$ cat config.mk
export PLATFORM = sky130hd
export DESIGN_NAME = lenet_frame_scheduler_flat
export DESIGN_NICKNAME = d
export VERILOG_FILES = /design/src/rtl/lenet_frame_scheduler_if.sv /design/src/rtl/lenet_frame_scheduler.sv /design/src/flat_wrapper.sv
export SDC_FILE = /design/constraint.sdc
export NUM_CORES = 1
export LEC_CHECK = 0
export BUFFER_PORTS_ARGS = -buffer_cell sky130_fd_sc_hd__buf_2
export CAP_MARGIN = 20
export CORE_MARGIN = 2
export CORE_UTILIZATION = 48
export DETAILED_ROUTE_END_ITERATION = 16
export PLACE_DENSITY = 0.84
export SYNTH_ARGS = -nofsm -noshare
export SYNTH_HDL_FRONTEND = slang
export SYNTH_SLANG_ARGS = --single-unit
$ cat constraint.sdc
create_clock -name clk -period 1.6 [get_ports clk]
set_input_delay 0.32 -clock clk [delete_from_list [all_inputs] [get_ports clk]]
set_output_delay 0.32 -clock clk [all_outputs]
set_load 0.02 [all_outputs]
$ cat src/rtl/lenet_frame_scheduler_if.sv
// lenet_frame_scheduler_if: handshake bundle between the frame scheduler,
// the camera preprocessor (frame_* / wr_*) and the LeNet core (lenet_* / rd_*).
// "slave" is the scheduler's view. "master" is the view of the surrounding
// system that drives the requests and consumes the grants.
interface lenet_frame_scheduler_if #(
  parameter int CNT_W = 16
);
  // preprocessor side
  logic             frame_start;
  logic             frame_done;
  logic             wr_grant;
  logic             wr_buf_sel;
  logic             frame_skip;
  // LeNet side
  logic             lenet_ready;
  logic             lenet_done;
  logic             lenet_go;
  logic             rd_buf_sel;
  // status
  logic [CNT_W-1:0] drop_count;
  logic             lenet_timeout;

  modport master (
    output frame_start, frame_done, lenet_ready, lenet_done,
    input  wr_grant, wr_buf_sel, frame_skip, lenet_go, rd_buf_sel,
           drop_count, lenet_timeout
  );

  modport slave (
    input  frame_start, frame_done, lenet_ready, lenet_done,
    output wr_grant, wr_buf_sel, frame_skip, lenet_go, rd_buf_sel,
           drop_count, lenet_timeout
  );
endinterface

$ cat src/rtl/lenet_frame_scheduler.sv
// lenet_frame_scheduler: ownership tracker for the two 28x28 preprocessed
// frame buffers. Each buffer cycles FREE -> WRITING -> FULL -> READING -> FREE.
// The writer is granted a buffer per frame. The reader is handed the oldest
// FULL buffer when LeNet is idle.
// Optional read watchdog: define LENET_WDT_EN to enable it (limit WDT_CYCLES).
module lenet_frame_scheduler #(
  parameter int DROP_OLDEST = 1,
  parameter int CNT_W       = 16,
  parameter int WDT_CYCLES  = 1000000
) (
  input  logic                   clk,
  input  logic                   rst,
  lenet_frame_scheduler_if.slave bus
);

  typedef enum logic [1:0] {
    BUF_FREE    = 2'd0,
    BUF_WRITING = 2'd1,
    BUF_FULL    = 2'd2,
    BUF_READING = 2'd3
  } buf_state_t;

  // per-buffer status flags decoded from each buffer's FSM
  logic [1:0] is_free;
  logic [1:0] is_writing;
  logic [1:0] is_full;
  logic [1:0] is_reading;
  logic       any_reading;
  logic       any_writing;

  // age flag: index of the older buffer when both are FULL
  logic old_reg;

  // reader decision
  logic       rd_fire;
  logic       rd_idx;
  logic [1:0] rd_onehot;

  // writer decision
  logic [1:0] reclaim_mask;
  logic       wr_fire;
  logic       wr_idx;
  logic       wr_drop;
  logic       wr_skip;
  logic [1:0] wr_onehot;

  // frame completion and read release
  logic       fd_fire;
  logic       fd_idx;
  logic [1:0] fd_onehot;
  logic       release_fire;
  logic       wdt_fire;

  // registered outputs
  logic             wr_grant_reg;
  logic             wr_buf_sel_reg;
  logic             frame_skip_reg;
  logic             lenet_go_reg;
  logic             rd_buf_sel_reg;
  logic [CNT_W-1:0] drop_count_reg;

  genvar gi;
  generate
    for (gi = 0; gi < 2; gi++) begin : g_buf
      buf_state_t state_reg;

      assign is_free[gi]    = (state_reg == BUF_FREE);
      assign is_writing[gi] = (state_reg == BUF_WRITING);
      assign is_full[gi]    = (state_reg == BUF_FULL);
      assign is_reading[gi] = (state_reg == BUF_READING);

      // ownership FSM of one buffer; the decisions below never target the
      // same buffer with two different transitions in one cycle
      always_ff @(posedge clk or posedge rst) begin
        if (rst) begin
          state_reg <= BUF_FREE;
        end else if (wr_onehot[gi]) begin
          state_reg <= BUF_WRITING;
        end else if (rd_onehot[gi]) begin
          state_reg <= BUF_READING;
        end else if (fd_onehot[gi]) begin
          state_reg <= BUF_FULL;
        end else if (release_fire && is_reading[gi]) begin
          state_reg <= BUF_FREE;
        end
      end
    end
  endgenerate

  assign any_reading = |is_reading;
  assign any_writing = |is_writing;

  // reader: hand the oldest FULL buffer to an idle LeNet, one reader at a time
  always_comb begin
    rd_fire   = bus.lenet_ready && !any_reading && (|is_full);
    rd_idx    = (&is_full) ? old_reg : is_full[1];
    rd_onehot = rd_fire ? (2'b01 << rd_idx) : 2'b00;
  end

  // writer: restart an unfinished frame in place, else take a FREE buffer,
  // else (optionally) reclaim the oldest FULL one the reader is not taking
  always_comb begin
    reclaim_mask = is_full & ~rd_onehot;
    wr_fire      = 1'b0;
    wr_idx       = 1'b0;
    wr_drop      = 1'b0;
    wr_skip      = 1'b0;
    if (bus.frame_start) begin
      if (any_writing) begin
        wr_fire = 1'b1;
        wr_idx  = is_writing[1];
      end else if (|is_free) begin
        wr_fire = 1'b1;
        wr_idx  = !is_free[0];
      end else if ((DROP_OLDEST != 0) && (|reclaim_mask)) begin
        wr_fire = 1'b1;
        wr_idx  = (&reclaim_mask) ? old_reg : reclaim_mask[1];
        wr_drop = 1'b1;
      end else begin
        wr_skip = 1'b1;
        wr_drop = 1'b1;
      end
    end
    wr_onehot = wr_fire ? (2'b01 << wr_idx) : 2'b00;
  end

  // a frame_start in the same cycle restarts the frame, so frame_done loses
  assign fd_fire      = bus.frame_done && !bus.frame_start && any_writing;
  assign fd_idx       = is_writing[1];
  assign fd_onehot    = fd_fire ? (2'b01 << fd_idx) : 2'b00;
  assign release_fire = any_reading && (bus.lenet_done || wdt_fire);

  // age flag and registered handshake outputs
  always_ff @(posedge clk or posedge rst) begin
    if (rst) begin
      old_reg        <= 1'b0;
      wr_grant_reg   <= 1'b0;
      wr_buf_sel_reg <= 1'b0;
      frame_skip_reg <= 1'b0;
      lenet_go_reg   <= 1'b0;
      rd_buf_sel_reg <= 1'b0;
      drop_count_reg <= '0;
    end else begin
      if (fd_fire) begin
        old_reg <= ~fd_idx;
      end
      wr_grant_reg   <= wr_fire;
      frame_skip_reg <= wr_skip;
      lenet_go_reg   <= rd_fire;
      if (wr_fire) begin
        wr_buf_sel_reg <= wr_idx;
      end
      if (rd_fire) begin
        rd_buf_sel_reg <= rd_idx;
      end
      if (wr_drop && (drop_count_reg != {CNT_W{1'b1}})) begin
        drop_count_reg <= drop_count_reg + 1'b1;
      end
    end
  end

`ifdef LENET_WDT_EN
  localparam int WDT_W = $clog2(WDT_CYCLES + 1);

  logic [WDT_W-1:0] wdt_cnt_reg;
  logic             timeout_reg;

  // a real lenet_done in the expiry cycle wins over the timeout
  assign wdt_fire = any_reading && !bus.lenet_done &&
                    (wdt_cnt_reg == WDT_W'(WDT_CYCLES - 1));

  // count cycles spent READING; force the buffer free at the limit
  always_ff @(posedge clk or posedge rst) begin
    if (rst) begin
      wdt_cnt_reg <= '0;
      timeout_reg <= 1'b0;
    end else begin
      timeout_reg <= wdt_fire;
      if (!any_reading || bus.lenet_done || wdt_fire) begin
        wdt_cnt_reg <= '0;
      end else begin
        wdt_cnt_reg <= wdt_cnt_reg + 1'b1;
      end
    end
  end

  assign bus.lenet_timeout = timeout_reg;
`else
  assign wdt_fire          = 1'b0;
  assign bus.lenet_timeout = 1'b0;
`endif

  assign bus.wr_grant   = wr_grant_reg;
  assign bus.wr_buf_sel = wr_buf_sel_reg;
  assign bus.frame_skip = frame_skip_reg;
  assign bus.lenet_go   = lenet_go_reg;
  assign bus.rd_buf_sel = rd_buf_sel_reg;
  assign bus.drop_count = drop_count_reg;

endmodule

$ cat src/flat_wrapper.sv
// flat-port wrapper written by rule: the top's interface ports become plain ports
module lenet_frame_scheduler_flat 
#(
  parameter int DROP_OLDEST = 1,
  parameter int CNT_W       = 16,
  parameter int WDT_CYCLES  = 1000000
)
  (clk, rst, bus_frame_start, bus_frame_done, bus_lenet_ready, bus_lenet_done, bus_wr_grant, bus_wr_buf_sel, bus_frame_skip, bus_lenet_go, bus_rd_buf_sel, bus_drop_count, bus_lenet_timeout);
  lenet_frame_scheduler_if #(.CNT_W(CNT_W)) bus_i ();
  input  logic clk;
  input  logic rst;
  input wire logic [$bits(bus_i.frame_start)-1:0] bus_frame_start;
  input wire logic [$bits(bus_i.frame_done)-1:0] bus_frame_done;
  input wire logic [$bits(bus_i.lenet_ready)-1:0] bus_lenet_ready;
  input wire logic [$bits(bus_i.lenet_done)-1:0] bus_lenet_done;
  output wire logic [$bits(bus_i.wr_grant)-1:0] bus_wr_grant;
  output wire logic [$bits(bus_i.wr_buf_sel)-1:0] bus_wr_buf_sel;
  output wire logic [$bits(bus_i.frame_skip)-1:0] bus_frame_skip;
  output wire logic [$bits(bus_i.lenet_go)-1:0] bus_lenet_go;
  output wire logic [$bits(bus_i.rd_buf_sel)-1:0] bus_rd_buf_sel;
  output wire logic [$bits(bus_i.drop_count)-1:0] bus_drop_count;
  output wire logic [$bits(bus_i.lenet_timeout)-1:0] bus_lenet_timeout;
  assign bus_i.frame_start = bus_frame_start;
  assign bus_i.frame_done = bus_frame_done;
  assign bus_i.lenet_ready = bus_lenet_ready;
  assign bus_i.lenet_done = bus_lenet_done;
  assign bus_wr_grant = bus_i.wr_grant;
  assign bus_wr_buf_sel = bus_i.wr_buf_sel;
  assign bus_frame_skip = bus_i.frame_skip;
  assign bus_lenet_go = bus_i.lenet_go;
  assign bus_rd_buf_sel = bus_i.rd_buf_sel;
  assign bus_drop_count = bus_i.drop_count;
  assign bus_lenet_timeout = bus_i.lenet_timeout;
  lenet_frame_scheduler #(.DROP_OLDEST(DROP_OLDEST), .CNT_W(CNT_W), .WDT_CYCLES(WDT_CYCLES)) u_core (.clk(clk), .rst(rst), .bus(bus_i));
endmodule
**Word-level counts from Yosys, hierarchy flattened**

Cells that the tools add are included.

- Add/subtract/negate cells: 1
- Multipliers: 0
- Div/mod/pow operators: 0
- Order comparisons: 0
- Equal/unequal tests: 7
- Shift operators: 3
- Multiplexer cells: 28
- Bitwise gates (word level): 3
- Reductions and logical operators: 22

Operators with widths:

| operator | count |
|---|---|
| 2-to-1 mux 2 bit | 11 |
| 2-to-1 mux 1 bit | 17 |
| adder 16 x 1 -> 16 bit (second input constant) | 1 |
| != test 16 bit (second input constant) | 1 |
| OR reduction 2 bit | 5 |
| == test 2 bit (second input constant) | 4 |
| logical AND 1 bit | 8 |
| nonzero test 4 bit | 2 |
| left shift 1 x 1 -> 2 bit (first input constant) | 3 |
| == test 2 x 1 -> 1 bit (second input constant) | 2 |
| zero test 2 bit | 2 |
| AND reduction 2 bit | 2 |
| zero test 1 bit | 3 |
| AND 2 bit | 1 |
| NOT 2 bit | 1 |
| NOT 1 bit | 1 |

- Register bits: 26
- Bits in latches: 0
- RAM bits: 0
- Memory bits (read-only): 0
- Input port bits: 6
- Output and inout bits: 22
- Logic and storage cells: 73
- Memories kept: 0

**Longest topological paths before layout**

- Word-level depth: 17
- Gate-level depth with buffers: 5
- Mapped depth without buffers: 5

**Least setup slack after synthesis**

OpenSTA, ideal clock, no wires.

- Path type: register to register
- Start: register u_core.drop_count_reg[0], in the netlist u_core.bus.drop_count[0]
- End: register u_core.drop_count_reg[1], in the netlist u_core.bus.drop_count[1]
- Library setup time: 128 ps
- Data arrival time: 1602 ps
- Required time: 1472 ps
- Setup slack: -130 ps
- Cell stages (with the launch flop): 6
- Buffers on the path: 0
- Cells stage by stage: dfrtp_1 ha_1 nand4_1 nor4_4 nor2_1 mux2_1

- Longest elaborated chain between the ends: 2
- Elaborated cells between the ends (all ways): 3
- Classes of those cells: add/sub: 1; eq/ne: 1; reduce/logical: 1

RTL lines:

| element | RTL line | source |
|---|---|---|
| from (decl) | lenet_frame_scheduler.sv:60 | `logic [CNT_W-1:0] drop_count_reg;` |
| from (signal assigned) | lenet_frame_scheduler.sv:157 | `drop_count_reg <= drop_count_reg + 1'b1;` |
| parallel branches: the longest is 2 deep, another holds adder 16 x 1 -> 16 bit | - |  |

Parallel ways; which one is timed is not known.
A chain may end at the register's enable or synchronous reset.

**Final worst setup path**

- Start: register u_core.drop_count_reg[0], in the netlist u_core.bus.drop_count[0]
- End: register u_core.drop_count_reg[15], in the netlist u_core.bus.drop_count[15]

The elaborated chain is that of the path after synthesis.

==> results.md <==
- The run finished, with violations left.
- The final reports fail on setup timing.
- The fraction of final layout cells sized beyond drive strength 1 is roughly half.
- After detailed placement, the design holds a cell count of around 200.
- The number of nets in the synthesized netlist is around 140.
- The all-layer global routing usage is roughly a fifth.
- The clock tree from TritonCTS is done.
- The largest net degree at the start of global routing is 27.
- The final layout contains routed wiring with a total length of ~3100 um.
- The xor and xnor area share after synthesis is under 10%.
- The worst path uses 103.5% of the clock period.
- Clock-pin slew was measured on the worst setup and hold paths at ~0.14 ns.
- Walking the worst path, the cells encountered are buf_6, nand4_4, nor2_4, or4b_4, mux2_4.
- The kind of cell with the highest combined delay on the critical path is simple AND/OR/NAND/NOR gates.
- The congestion estimate from routability-driven global placement came to about 0.83.
- The share of flip-flops with an asynchronous set or reset is 100.0%.
- Among all flip-flop cells after synthesis, the most frequent one is sky130_fd_sc_hd__dfrtp_1.
- For this run, the number of Yosys warnings is 0.
- The tool flagged a number of max-cap violations equal to 0.
- The register bit total from synthesis is 26.
- Adding up every negative setup slack in the final design gives -0.1496 ns.
- The data required time at the worst endpoint is 1.83 ns.
- After global routing the overflow that remains totals 0.
- The post-synthesis share of cell area spent on and, or, nand and nor gates is 27.28%.
- After floorplanning, the core was divided into 19 placement rows.
- In this run the count of I/O pins placed on the die edge is 28.
- The area of the core region is between 0.002 and 0.003 mm^2.
- After Yosys synthesis, full adders, half adders and majority gates account for less than 1% of the synthesized area.
- The routed length per placed instance is between 10 and 15 um.
- Setup violations remaining at the end of the flow were counted as 5.
- The vertical die dimension is approximately 57 um.
- The routed via count divided by cell count is 5.598.
- Once the floorplan was initialized, standard cells occupied 49.51% of the core.
- During placement, the flow inserted port buffers numbering 26.
- For this design, the CTS-stage hold fixing added 0 buffers.
- Data on the critical path arrives at its endpoint at 1.88 ns.
- The met3 demand-to-capacity share in global routing is under 10%.
- The number of global-route vias before repair came to roughly 1200.
- The final critical path time including I/O delays and setup is between 1.5 and 2 ns.
- Sequential cells were found to cover 48.92% of the synthesized design area.
- From synthesis to final layout, the design area changed by 37.91%.
- The die outline area is roughly 0.0032 mm^2.
- The number of antenna diodes is 0.
- Based on the critical path, the design can be clocked at up to just over 0.6 GHz.
- The setup path with the least slack is of type register to register.
- The count of nets after finishing is ~190.
- The post-synthesis compound-gate area fraction is 8.655%.
- The leakage power total is about 0.9 nW.
- The final route contains about 1200 vias.
- The highest net fanout along the worst path is 3.
- The number of inserted filler cells in the final layout is between 200 and 250.
- Setup repair after global routing could not meet its margin everywhere.
- The number of synthesized flops with an enable pin is 0.
- The buffer and inverter count on the worst path is 1.
- The clock latency at the later pin of the worst-skew pair is ~0.32 ns.
- The number of nets with antenna violations after routing is 0.
- The first TritonRoute pass finished after 4 iterations.
- The max-slew violation count is 0.
- The sort of element at the end of the critical path is a register.
- After detailed routing, the number of remaining DRC violations is 0.
- The worst setup path is launched from a register.
- In this run the power density over the cells is 1083 mW/mm^2.
- The global routing usage on met1 is 22.39%.
- The cell sitting at the root of the clock tree is a sky130_fd_sc_hd__clkbuf_4.
- The number of CTS-inserted buffers is 3.
- The clock passes through at most 2 buffers.
- The first-pass GRT wire length is between 5000 and 6000 um.
- The HPWL after detailed placement is 2155 um.
- The maximum cell stage delay along the critical path is approximately 0.47 ns.
- The count of H-tree levels built during CTS is 1.
- The cell with the biggest individual delay on the critical path is sky130_fd_sc_hd__or4b_4.
- Multiplexer cells account for under 10% of the synthesized area.
- The summed instance area of the synthesized netlist is roughly 0.0013 mm^2.
- By area, the combinational part of the netlist is dominated by simple AND/OR/NAND/NOR gates.
- The multi-input combinational cells in the finished layout cover a total of 710.7 um^2.
- In this run, the number of DRC markers left after iteration 0 of detailed routing was between 50 and 60.
- The setup skew after layout is 0.004006 ns.
- The most common cell after layout, fill and taps aside is sky130_fd_sc_hd__buf_2.
- Synthesis instantiated 43 different standard cells from the library.
- The final worst slack is -0.05587 ns.
- Summing all flip-flop and latch instances after layout gives ~670 um^2.
- In this run the horizontal extent of the chip is around 57 um.
- The synthesized area per cell is 10.39 um^2.
- The type of the tightest min-delay check is input pin to asynchronous set/reset pin.
- The most congested layer reported by global routing is met2.
- The met2 usage is around 37%.
- The number of antenna violations at the first check in global routing is 0.
- The number of sinks on the clock net is 26.
- The number of hold violations in the final report was 0.
- VDD sags by at most between 0.0007 and 0.0008 V.
- The register with the most flip-flops in the layout has 16 of them.
- The count of mapped cells out of synthesis is around 130.
- The post-layout instance count excluding filler cells is around 210.
- In the layout the commonest cells are sky130_fd_sc_hd__buf_2 (26), sky130_fd_sc_hd__buf_4 (25), sky130_fd_sc_hd__nand2_1 (13), sky130_fd_sc_hd__dfrtp_2 (13), sky130_fd_sc_hd__dfrtp_1 (13).
## routing by layer
layer	vias to the layer above	share of wire (%)	routed length (um)
met3	10	4.7	146
met5	-	0	0
met1	576	40	1248
met2	49	52	1614
li1	563	-	-
met4	0	3.1	97
## metrics by stage
step	hold WS [ns]	area (um^2)	power, mW	util (%)	worst slack, ns
finish	0.01728	1834	1.986	68.28	-0.05587
global route	0.03627	1834	2.110	68.28	-0.1294
CTS	0.02122	1745	1.899	64.97	-0.06123
detailed placement	0.3910	1625	1.492	60.50	-0.01046
global placement	0.3855	1625	1.459	60.50	0.03380
floorplan	0.3591	1355	1.310	-	-0.03392
## path summary, 6_finish.rpt
path | cells after the start | endpoint | from | slack, ns
min in group clk | 2 | u_core.bus.lenet_go$_DFF_PP0_ | bus_lenet_ready | 0.31
max in group asynchronous | 3 | u_core.bus.drop_count[5]$_DFFE_PP0P_ | rst | 1.32
min reg2reg | 1 | u_core.bus.drop_count[10]$_DFFE_PP0P_ | u_core.bus.drop_count[10]$_DFFE_PP0P_ | 0.50
max | 5 | u_core.bus.drop_count[15]$_DFFE_PP0P_ | u_core.bus.drop_count[0]$_DFFE_PP0P_ | -0.06
min | 3 | u_core.bus.drop_count[10]$_DFFE_PP0P_ | rst | 0.02
max reg2reg | 5 | u_core.bus.drop_count[15]$_DFFE_PP0P_ | u_core.bus.drop_count[0]$_DFFE_PP0P_ | -0.06
## where the power goes
group / leakage, nW / internal [mW] / switching [mW]
combinational: 0.557 / 0.351 / 0.398
clock: 0.0210 / 0.139 / 0.201
sequential: 0.317 / 0.771 / 0.125
total: 0.895 / 1.26 / 0.724
## worst min-delay path, cell delays in order
cell	delay, ns
sky130_fd_sc_hd__buf_2	0.10
sky130_fd_sc_hd__inv_1	0.04
sky130_fd_sc_hd__buf_4	0.31
## area by class of cell
type | count | share of cell area [%]
tap | 31 | 2.115
timing repair buffer | 55 | 19.78
inverter | 5 | 1.023
sequential | 26 | 36.36
clock buffer | 4 | 1.978
multi-input combinational | 93 | 38.74
## cell families after synthesis
| group | Yosys count |
|---|---|
| and+or+nand+nor | 60 |
| DFF | 26 |
| AOI/OAI and AO/OA | 15 |
| xor gates and xnor gates | 13 |
| buffers and inverters | 9 |
| muxes | 3 |
| adders and majority gates | 1 |
| other | 1 |
## what timing repair did
item,CTS,global route
endpoints found under the setup margin,7,14
gates resized for setup,9,7
pin swaps,3,6
hold endpoints to repair,0,0
buffers inserted,5,8
## synth_stat cells, drive strengths merged (2+ instances only)
cell,number,area [um^2]
dfrtp,26,650.6
nor2,14,60.06
nand2,13,48.80
nand4,8,62.56
xnor2,8,70.07
nand3,6,42.54
inv,5,18.77
xor2,5,43.79
nor4,4,40.04
a21oi,3,15.01
clkbuf,3,11.26
mux2,3,33.78
nand2b,2,12.51
nand3b,2,15.01
nor3,2,10.01
or2,2,12.52
No activity file was read; power rests on OpenSTA's default activity.
